<file path="config.mk">
export PLATFORM = sky130hd
export DESIGN_NAME = fir_coeff_sequencer
export DESIGN_NICKNAME = d
export VERILOG_FILES = /design/src/rtl/fir_coeff_sequencer_pkg.sv /design/src/rtl/fir_coeff_bank.sv /design/src/rtl/fir_coeff_sequencer.sv
export SDC_FILE = /design/constraint.sdc
export NUM_CORES = 1
export LEC_CHECK = 0
export BUFFER_PORTS_ARGS = -buffer_cell sky130_fd_sc_hd__buf_2
export CORE_ASPECT_RATIO = 1.75
export CORE_MARGIN = 4
export CORE_UTILIZATION = 30
export DETAILED_ROUTE_END_ITERATION = 6
export PLACE_DENSITY = 0.51
export SLEW_MARGIN = 20
export SYNTH_ARGS = -nofsm -noshare
export SYNTH_HDL_FRONTEND = slang
export SYNTH_SLANG_ARGS = --single-unit
</file>
<file path="constraint.sdc">
create_clock -name clk -period 1.9 [get_ports clk]
set_input_delay 0.38 -clock clk [delete_from_list [all_inputs] [get_ports clk]]
set_output_delay 0.38 -clock clk [all_outputs]
set_load 0.01 [all_outputs]
</file>
<file path="src/rtl/fir_coeff_sequencer_pkg.sv">
// Shared definitions for the FIR coefficient sequencer: default sizes,
// reset coefficient image, FSM state encoding and a width helper.
package fir_coeff_sequencer_pkg;

  localparam int DATA_W_DEF   = 6;
  localparam int NUM_TAPS_DEF = 3;

  // Reset image of the coefficient bank, tap0 in the MSBs: 7, -5, 27.
  localparam logic [NUM_TAPS_DEF*DATA_W_DEF-1:0] COEF_INIT_DEF = {6'd7, 6'h3B, 6'd27};

  // STREAM: samples flow to the FIR.
  // LOAD:   snapshot is shifted out with s_set_coeffs high.
  // GUARD:  one idle cycle separating a load from whatever follows.
  typedef enum logic [1:0] {
    ST_STREAM = 2'd0,
    ST_LOAD   = 2'd1,
    ST_GUARD  = 2'd2
  } seq_state_t;

  // Index width for n entries, never narrower than one bit.
  function automatic int tap_w(input int n);
    return (n > 1) ? $clog2(n) : 1;
  endfunction

endpackage

</file>
<file path="src/rtl/fir_coeff_bank.sv">
// Host-writable coefficient bank plus the snapshot shift register that the
// sequencer drains during a load. The snapshot sees a same-cycle write.
module fir_coeff_bank
  import fir_coeff_sequencer_pkg::*;
#(
  parameter int                          DATA_W    = DATA_W_DEF,
  parameter int                          NUM_TAPS  = NUM_TAPS_DEF,
  parameter logic [NUM_TAPS*DATA_W-1:0]  COEF_INIT = COEF_INIT_DEF,
  parameter int                          ADDR_W    = tap_w(NUM_TAPS)
) (
  input  logic              clk,
  input  logic              reset,
  input  logic              wr_en,
  input  logic [ADDR_W-1:0] addr,
  input  logic [DATA_W-1:0] wdata,
  input  logic              snap,
  input  logic              shift,
  output logic [DATA_W-1:0] q_head
);

  logic [DATA_W-1:0] bank_q  [NUM_TAPS];
  logic [DATA_W-1:0] bank_d  [NUM_TAPS];
  logic [DATA_W-1:0] shreg_q [NUM_TAPS];

  // Bank contents after this cycle's write; out-of-range addresses match no entry.
  always_comb begin
    bank_d = bank_q;
    for (int i = 0; i < NUM_TAPS; i++) begin
      if (wr_en && (addr == ADDR_W'(i))) bank_d[i] = wdata;
    end
  end

  // Bank storage, restored to the reset image whenever reset is low.
  always_ff @(posedge clk or negedge reset) begin
    if (!reset) begin
      for (int i = 0; i < NUM_TAPS; i++) begin
        bank_q[i] <= COEF_INIT[(NUM_TAPS-1-i)*DATA_W +: DATA_W];
      end
    end else begin
      bank_q <= bank_d;
    end
  end

  // Snapshot register: captured (write-through) at load start, shifted toward entry 0.
  always_ff @(posedge clk or negedge reset) begin
    if (!reset) begin
      for (int i = 0; i < NUM_TAPS; i++) shreg_q[i] <= '0;
    end else if (snap) begin
      shreg_q <= bank_d;
    end else if (shift) begin
      for (int i = 0; i < NUM_TAPS-1; i++) shreg_q[i] <= shreg_q[i+1];
      shreg_q[NUM_TAPS-1] <= '0;
    end
  end

  assign q_head = shreg_q[0];

endmodule

</file>
<file path="src/rtl/fir_coeff_sequencer.sv">
// Drive-side sequencer in front of the adaptive FIR. Streams samples to the
// FIR and, on request, pauses the stream to shift the coefficient bank out
// with s_set_coeffs high, followed by one GUARD cycle.
// Build option: SEQ_AUTOLOAD_EN -- when defined, a load of the reset
// coefficients is pending at reset, so the first cycles after reset release
// perform a load before streaming begins.
//
// Handshake: a sample transfers on a rising edge where smp_tvalid and
// smp_tready are both high; smp_tready is decoded from the registered state
// (high only in STREAM) and never depends on smp_tvalid. On the FIR side,
// s_axis_fir_tvalid and s_set_coeffs are registered and mutually exclusive.
module fir_coeff_sequencer
  import fir_coeff_sequencer_pkg::*;
#(
  parameter int                          DATA_W    = DATA_W_DEF,
  parameter int                          NUM_TAPS  = NUM_TAPS_DEF,
  parameter logic [NUM_TAPS*DATA_W-1:0]  COEF_INIT = COEF_INIT_DEF,
  localparam int                         ADDR_W    = tap_w(NUM_TAPS)
) (
  input  logic              clk,
  input  logic              reset,
  input  logic              cfg_wr_en,
  input  logic [ADDR_W-1:0] cfg_addr,
  input  logic [DATA_W-1:0] cfg_wdata,
  input  logic              cfg_load_req,
  input  logic              smp_tvalid,
  input  logic [DATA_W-1:0] smp_tdata,
  output logic              smp_tready,
  output logic [DATA_W-1:0] x_n,
  output logic              s_axis_fir_tvalid,
  output logic              s_set_coeffs,
  output logic              busy,
  output logic              load_done,
  output seq_state_t        state_dbg
);

  localparam int                TAP_W    = ADDR_W;
  localparam logic [TAP_W-1:0]  LAST_TAP = TAP_W'(NUM_TAPS-1);

`ifdef SEQ_AUTOLOAD_EN
  localparam logic PENDING_RST = 1'b1;
`else
  localparam logic PENDING_RST = 1'b0;
`endif

  seq_state_t        state, next_state;
  logic [TAP_W-1:0]  tap, tap_nxt;
  logic              all_sent, all_sent_nxt;
  logic              pending, pending_nxt;
  logic              start_load;
  logic              shift;
  logic [DATA_W-1:0] q_head;
  logic [DATA_W-1:0] x_n_nxt;
  logic              tvalid_nxt, set_nxt, done_nxt;

  // A load starts from STREAM or GUARD on a fresh or pending request.
  assign start_load = (state != ST_LOAD) && (cfg_load_req || pending);
  assign smp_tready = (state == ST_STREAM);
  assign busy       = (state != ST_STREAM);
  assign state_dbg  = state;

  fir_coeff_bank #(
    .DATA_W    (DATA_W),
    .NUM_TAPS  (NUM_TAPS),
    .COEF_INIT (COEF_INIT),
    .ADDR_W    (ADDR_W)
  ) u_bank (
    .clk    (clk),
    .reset  (reset),
    .wr_en  (cfg_wr_en),
    .addr   (cfg_addr),
    .wdata  (cfg_wdata),
    .snap   (start_load),
    .shift  (shift),
    .q_head (q_head)
  );

  // State register.
  always_ff @(posedge clk or negedge reset) begin
    if (!reset) state <= ST_STREAM;
    else        state <= next_state;
  end

  // Next-state logic: LOAD lasts until every tap is out, then one GUARD cycle.
  always_comb begin
    next_state = state;
    unique case (state)
      ST_STREAM: next_state = start_load ? ST_LOAD : ST_STREAM;
      ST_LOAD:   next_state = all_sent   ? ST_GUARD : ST_LOAD;
      ST_GUARD:  next_state = start_load ? ST_LOAD : ST_STREAM;
      default:   next_state = ST_STREAM;
    endcase
  end

  // Output and datapath next values: sample pass-through, coefficient shift-out, guard.
  always_comb begin
    x_n_nxt      = x_n;
    tvalid_nxt   = 1'b0;
    set_nxt      = 1'b0;
    done_nxt     = 1'b0;
    shift        = 1'b0;
    tap_nxt      = tap;
    all_sent_nxt = all_sent;
    // Requests merge into one pending load; starting a load consumes them.
    pending_nxt  = start_load ? 1'b0 : (pending | cfg_load_req);
    unique case (state)
      ST_STREAM: begin
        if (smp_tvalid) begin
          x_n_nxt    = smp_tdata;
          tvalid_nxt = 1'b1;
        end
        tap_nxt      = '0;
        all_sent_nxt = 1'b0;
      end
      ST_LOAD: begin
        if (!all_sent) begin
          x_n_nxt = q_head;
          set_nxt = 1'b1;
          shift   = 1'b1;
          if (tap == LAST_TAP) all_sent_nxt = 1'b1;
          else                 tap_nxt      = tap + TAP_W'(1);
        end else begin
          x_n_nxt  = '0;
          done_nxt = 1'b1;
        end
      end
      ST_GUARD: begin
        tap_nxt      = '0;
        all_sent_nxt = 1'b0;
      end
      default: begin
        tap_nxt      = '0;
        all_sent_nxt = 1'b0;
      end
    endcase
  end

  // Registered FIR-side outputs, tap counter and pending flag.
  always_ff @(posedge clk or negedge reset) begin
    if (!reset) begin
      x_n               <= '0;
      s_axis_fir_tvalid <= 1'b0;
      s_set_coeffs      <= 1'b0;
      load_done         <= 1'b0;
      tap               <= '0;
      all_sent          <= 1'b0;
      pending           <= PENDING_RST;
    end else begin
      x_n               <= x_n_nxt;
      s_axis_fir_tvalid <= tvalid_nxt;
      s_set_coeffs      <= set_nxt;
      load_done         <= done_nxt;
      tap               <= tap_nxt;
      all_sent          <= all_sent_nxt;
      pending           <= pending_nxt;
    end
  end

endmodule

</file>
-- After elaboration in Yosys (flattened, before gate mapping)
Index checks and enable logic that the tools add are counted.
- word-level logic and storage cells: 62
- bits in registers: 51
- reduce and logical (&&, ||, !) cells: 13
- equal/unequal tests: 9
- $add $sub $neg: 1
- mux-type cells: 24
- bitwise gates (word level): 1
- operator list (kind ; number):
    18-bit two-way mux ; 2
    6-bit two-way mux ; 5
    6-bit one-hot mux with 2 select lines ; 1
    1-bit two-way mux ; 11
    2-bit two-way mux ; 4
    2-bit equality test, second input constant ; 3
    2-bit != test, second input constant ; 3
    2-bit nonzero test ; 3
    2-bit by 1-bit equality test with 1-bit output, second input constant ; 2
    1-bit logical AND ; 4
    2-bit logical NOT ; 2
    2-bit one-hot mux with 2 select lines ; 1
    2-bit AND reduction ; 2
    2-bit by 1-bit adder with 2-bit output, second input constant ; 1
    2-bit by 1-bit != test with 1-bit output, second input constant ; 1
    2-bit OR reduction ; 1
    1-bit logical OR ; 1
    1-bit bitwise OR ; 1

-- Depth between registers and ports, before layout
- depth in word-level cells: 4
- gate-level depth with buffers: 6
- depth with buffers taken out: 5

-- Modules after synthesis
Synthesis repeated with hierarchy kept, for this count alone.
- cells, all modules: 176
- area total of the unflattened synthesis: 2207.1 sq um
- by module, submodules not included (module ; area each (sq um) ; cells each ; seq. area each (sq um) ; instances):
    fir_coeff_bank ; 1567.8 ; 117 ; 915.9 ; 1
    fir_coeff_sequencer ; 639.4 ; 59 ; 350.3 ; 1

-- Worst setup path after synthesis
Ideal clock, no wire load.
- path kind: input-to-reg
- start: input cfg_addr[1]
- end: register u_bank.shreg_q, in the netlist u_bank.q_head[2]
- stages: 5
- arrival: 1389 ps
- setup slack: 388 ps
- library setup time: 124 ps
- data required time: 1776 ps
- cells stage by stage: or3b_1 buf_2 mux2_4 mux2i_1 o21ai_1
- RTL lines (what ; RTL line ; RTL):
    start, declared ; fir_coeff_sequencer.sv:23 ; input logic [ADDR_W-1:0] cfg_addr,
    end signal, assigned ; fir_coeff_bank.sv:49 ; shreg_q <= bank_d;
    end, declared ; fir_coeff_bank.sv:23 ; logic [DATA_W-1:0] shreg_q [NUM_TAPS];

-- Final worst setup path
- start: register pending
- end: register u_bank.shreg_q[6] (netlist bit)
- word-level cells in the longest chain between the ends: 3
- RTL lines (what ; RTL line ; RTL):
    start, declared ; fir_coeff_sequencer.sv:49 ; logic pending, pending_nxt;
    start signal, assigned ; fir_coeff_sequencer.sv:155 ; pending <= pending_nxt;
    1-bit logical OR (*) ; fir_coeff_sequencer.sv:57 ; assign start_load = (state != ST_LOAD) && (cfg_load_req || pending);
    1-bit logical AND (*) ; fir_coeff_sequencer.sv:57 ;
    18-bit two-way mux / 2-bit nonzero test (equally long branches) ; -- ;
Mark *: on every way between the ends. The rest lies on a longest branch, timed or not.
A chain may end at the register's enable or synchronous reset.

==> impl_metrics.toml <==
[outcome]
outcome = "finished, final reports clean"

[yosys]
synth.top_cell.area_share = 0.449
ys_ff_latch = 50
ys_async_sr_fraction = 1.00
netlist_instances = 172
synth_area_per_cell_um2 = 12.3
synthMuxAreaShare = 0.168
synth_xor_area_frac = 0.00414
synth_edf_count = 0
syn_nets = 192
synth_top_cell_by_area = "dfrtp_1"
synth_cell_types = 28
synth_compound_area_frac = 0.0964
synthAdderAreaFrac = 0.00591
synth_top_cells_by_count = "38 x dfrtp_1, 18 x nand2_1, 13 x mux2i_1, 13 x o21ai_0"
synth_top_family_by_area = "multiplexers"
synth-simple-area-share = 0.0934
yosysMostFrequentCell = "dfrtp_1"
synth_area_leaders = "dfrtp_1 45%, dfstp_2 15%, mux2_2 6.4%"
synthesis.area_mm2 = 0.00212
yosysSeqAreaShare = 0.598
yosys_warnings = 0
synthFlopType = "dfrtp_1"

[critical_path]
crit_path_start = "pending"
critPathTopFamily = "simple AND/OR/NAND/NOR gates"
r2r-start = "pending"
required_ns = 2.06
start_kind = "register"
cp_slowest_stage_delay_ns = 0.38
path_buf_inv = 0
crit_path_max_fanout = 12
cp_slowest_cell = "or2_2"
worstPathArrival_ns = 1.74
cp_cell_sequence = "or2_2 -> nand2_2 -> mux2i_1 -> o21ai_0"
end_kind = "register"
crit_type = "register to register"

[clock_tree]
htreeDepth = 2
clock_latency_ns = 0.28
clk_pin_slew_ns = 0.06
cts-root-buf = "clkbuf_16"
clock-sinks = 50
post_cts_buffers = 0
ctsResizeCount = 0
cts_tree = "yes"
cts_buffers = 5
cts_buffer_depth = 2
cts_hold_buf = 0

[finish]
utilization = 0.368
n_antenna_cell = 0
fin_nets = 224
drive_gt1_frac = 0.376
fin_area_mm2 = 0.00252
syn_to_final_growth_pct = 19.3

[floorplanning]
start_util = 0.309
fp.dieW_um = 71.5
die_area_mm2 = 0.00851
rows = 40
die_height_um = 119
core-area_mm2 = 0.00686
ios = 32

[power]
ir_drop_uv = 597
powerDensity_mw_per_mm2 = 1600
seq_power_share = 0.408
comb_power_share = 0.371
p_clk_frac = 0.220
power.leakage_nw = 1.18
power_w = 0.00405
power.switching_w = 0.00137
p_int_w = 0.00268
swShare = 0.338

[place]
port_buffers = 31
place_hpwl_um = 2960
place_area_mm2 = 0.00238
globalplace.congestion = 0.693

[routing]
drt_iter0_drc = 29
vias_per_cell = 4.70
ant_nets = 0
num_vias = 1357
drc = 0
wirelength_um = 4220
wl_per_cell_um = 14.6
drt_pass1_iterations = 4

[sta]
relSlewSlack = 0.680
fin_skew_ns = 0.00528
slew_violations = 0
fin_crit_sh = 0.829
rsz0062_at_grt = "false"
fin_crit_ns = 1.57
fmax_ghz = 0.635
setup_tns_ns = 0
hold_viol = 0
tightest_slew_ns = 0.480
holdWs_ns = 0.0466
setup_viol = 0

[global_routing]
grt_max_degree = 31
grt_usage = 0.106
grt_pass1_vias = 1468
grt_pass1_wl_um = 7090
grt_overflow_total = 0
antenna_found_initial = 0

[run]
drv_cap = 0

[min_path]
hp-class = "input port to async pin"
==> logic make-up after synthesis <==
family          after synthesis
compound gates               34
simple gates                 40
flops                        50
fa+ha+maj                     1
xor+xnor                      1
buf+inv                      15
mux                          31
==> state kept, by name (all words and copies together), names as in the netlist <==
name	count
u_bank.shreg_q	12
u_bank.q_head	6
state_dbg	1
s_axis_fir_tvalid	1
load_done	1
x_n	6
pending	1
s_set_coeffs	1
all_sent	1
u_bank.bank_q	18
tap	2
==> final timing paths <==
check | end | slack [ns] | cells after the start
setup / recovery | u_bank.shreg_q[6] | 0.33 | 4
hold / removal | x_n[5] | 0.05 | 1
setup reg to reg | u_bank.shreg_q[6] | 0.33 | 4
hold reg to reg | x_n[4] | 0.47 | 2
max in group asynchronous | u_bank.bank_q[6] | 1.18 | 2
min in group clk | s_axis_fir_tvalid | 0.33 | 2
==> layout by cell type (no fill, tap or decap), types with 7 or more instances in the layout <==
| cell | count |
|---|---|
| a21oi_1 | 7 |
| buf_2 | 31 |
| dfrtp_1 | 38 |
| dfstp_2 | 12 |
| mux2_2 | 12 |
| mux2i_1 | 12 |
| nand2_1 | 18 |
| nor2_1 | 8 |
| o21ai_0 | 13 |
==> per-stage QoR <==
| step | std cells | worst slack (ns) |
|---|---|---|
| floorplan | 172 | 0.388 |
| global placement | 281 | 0.155 |
| detailed placement | 281 | 0.140 |
| finish | 289 | 0.325 |
| global route | 289 | 0.213 |
| CTS | 289 | 0.305 |
==> power groups by stage <==
stage | Clock (W) | Combinational (W) | Sequential, W
6_report | 0.000892 | 0.00150 | 0.00165
5_1_grt | 0.000963 | 0.00170 | 0.00170
4_1_cts | 0.000920 | 0.00155 | 0.00166
3_5_place_dp | 0 | 0.00155 | 0.00167
3_3_place_gp | 0 | 0.00151 | 0.00166
2_1_floorplan | 0 | 0.00106 | 0.00168
==> routing by layer <==
layer	part of all wire	track usage	routed length, um	vias to the layer above
met5	0	0	0	-
met4	0.028	0.0494	117	0
met3	0.041	0.0186	172	6
met2	0.50	0.174	2110	32
met1	0.43	0.134	1820	657
li1	-	-	-	662
==> layout make-up <==
type	instances	area, um^2
fillers	694	4330
clock inverters	1	5.00
inverters	3	11.3
flip-flops and latches	50	1270
well taps	84	105
clock buffers	7	143
multi-input cells	107	782
repair buffers	37	213
Note: power is estimated with default switching activity, not from simulation.
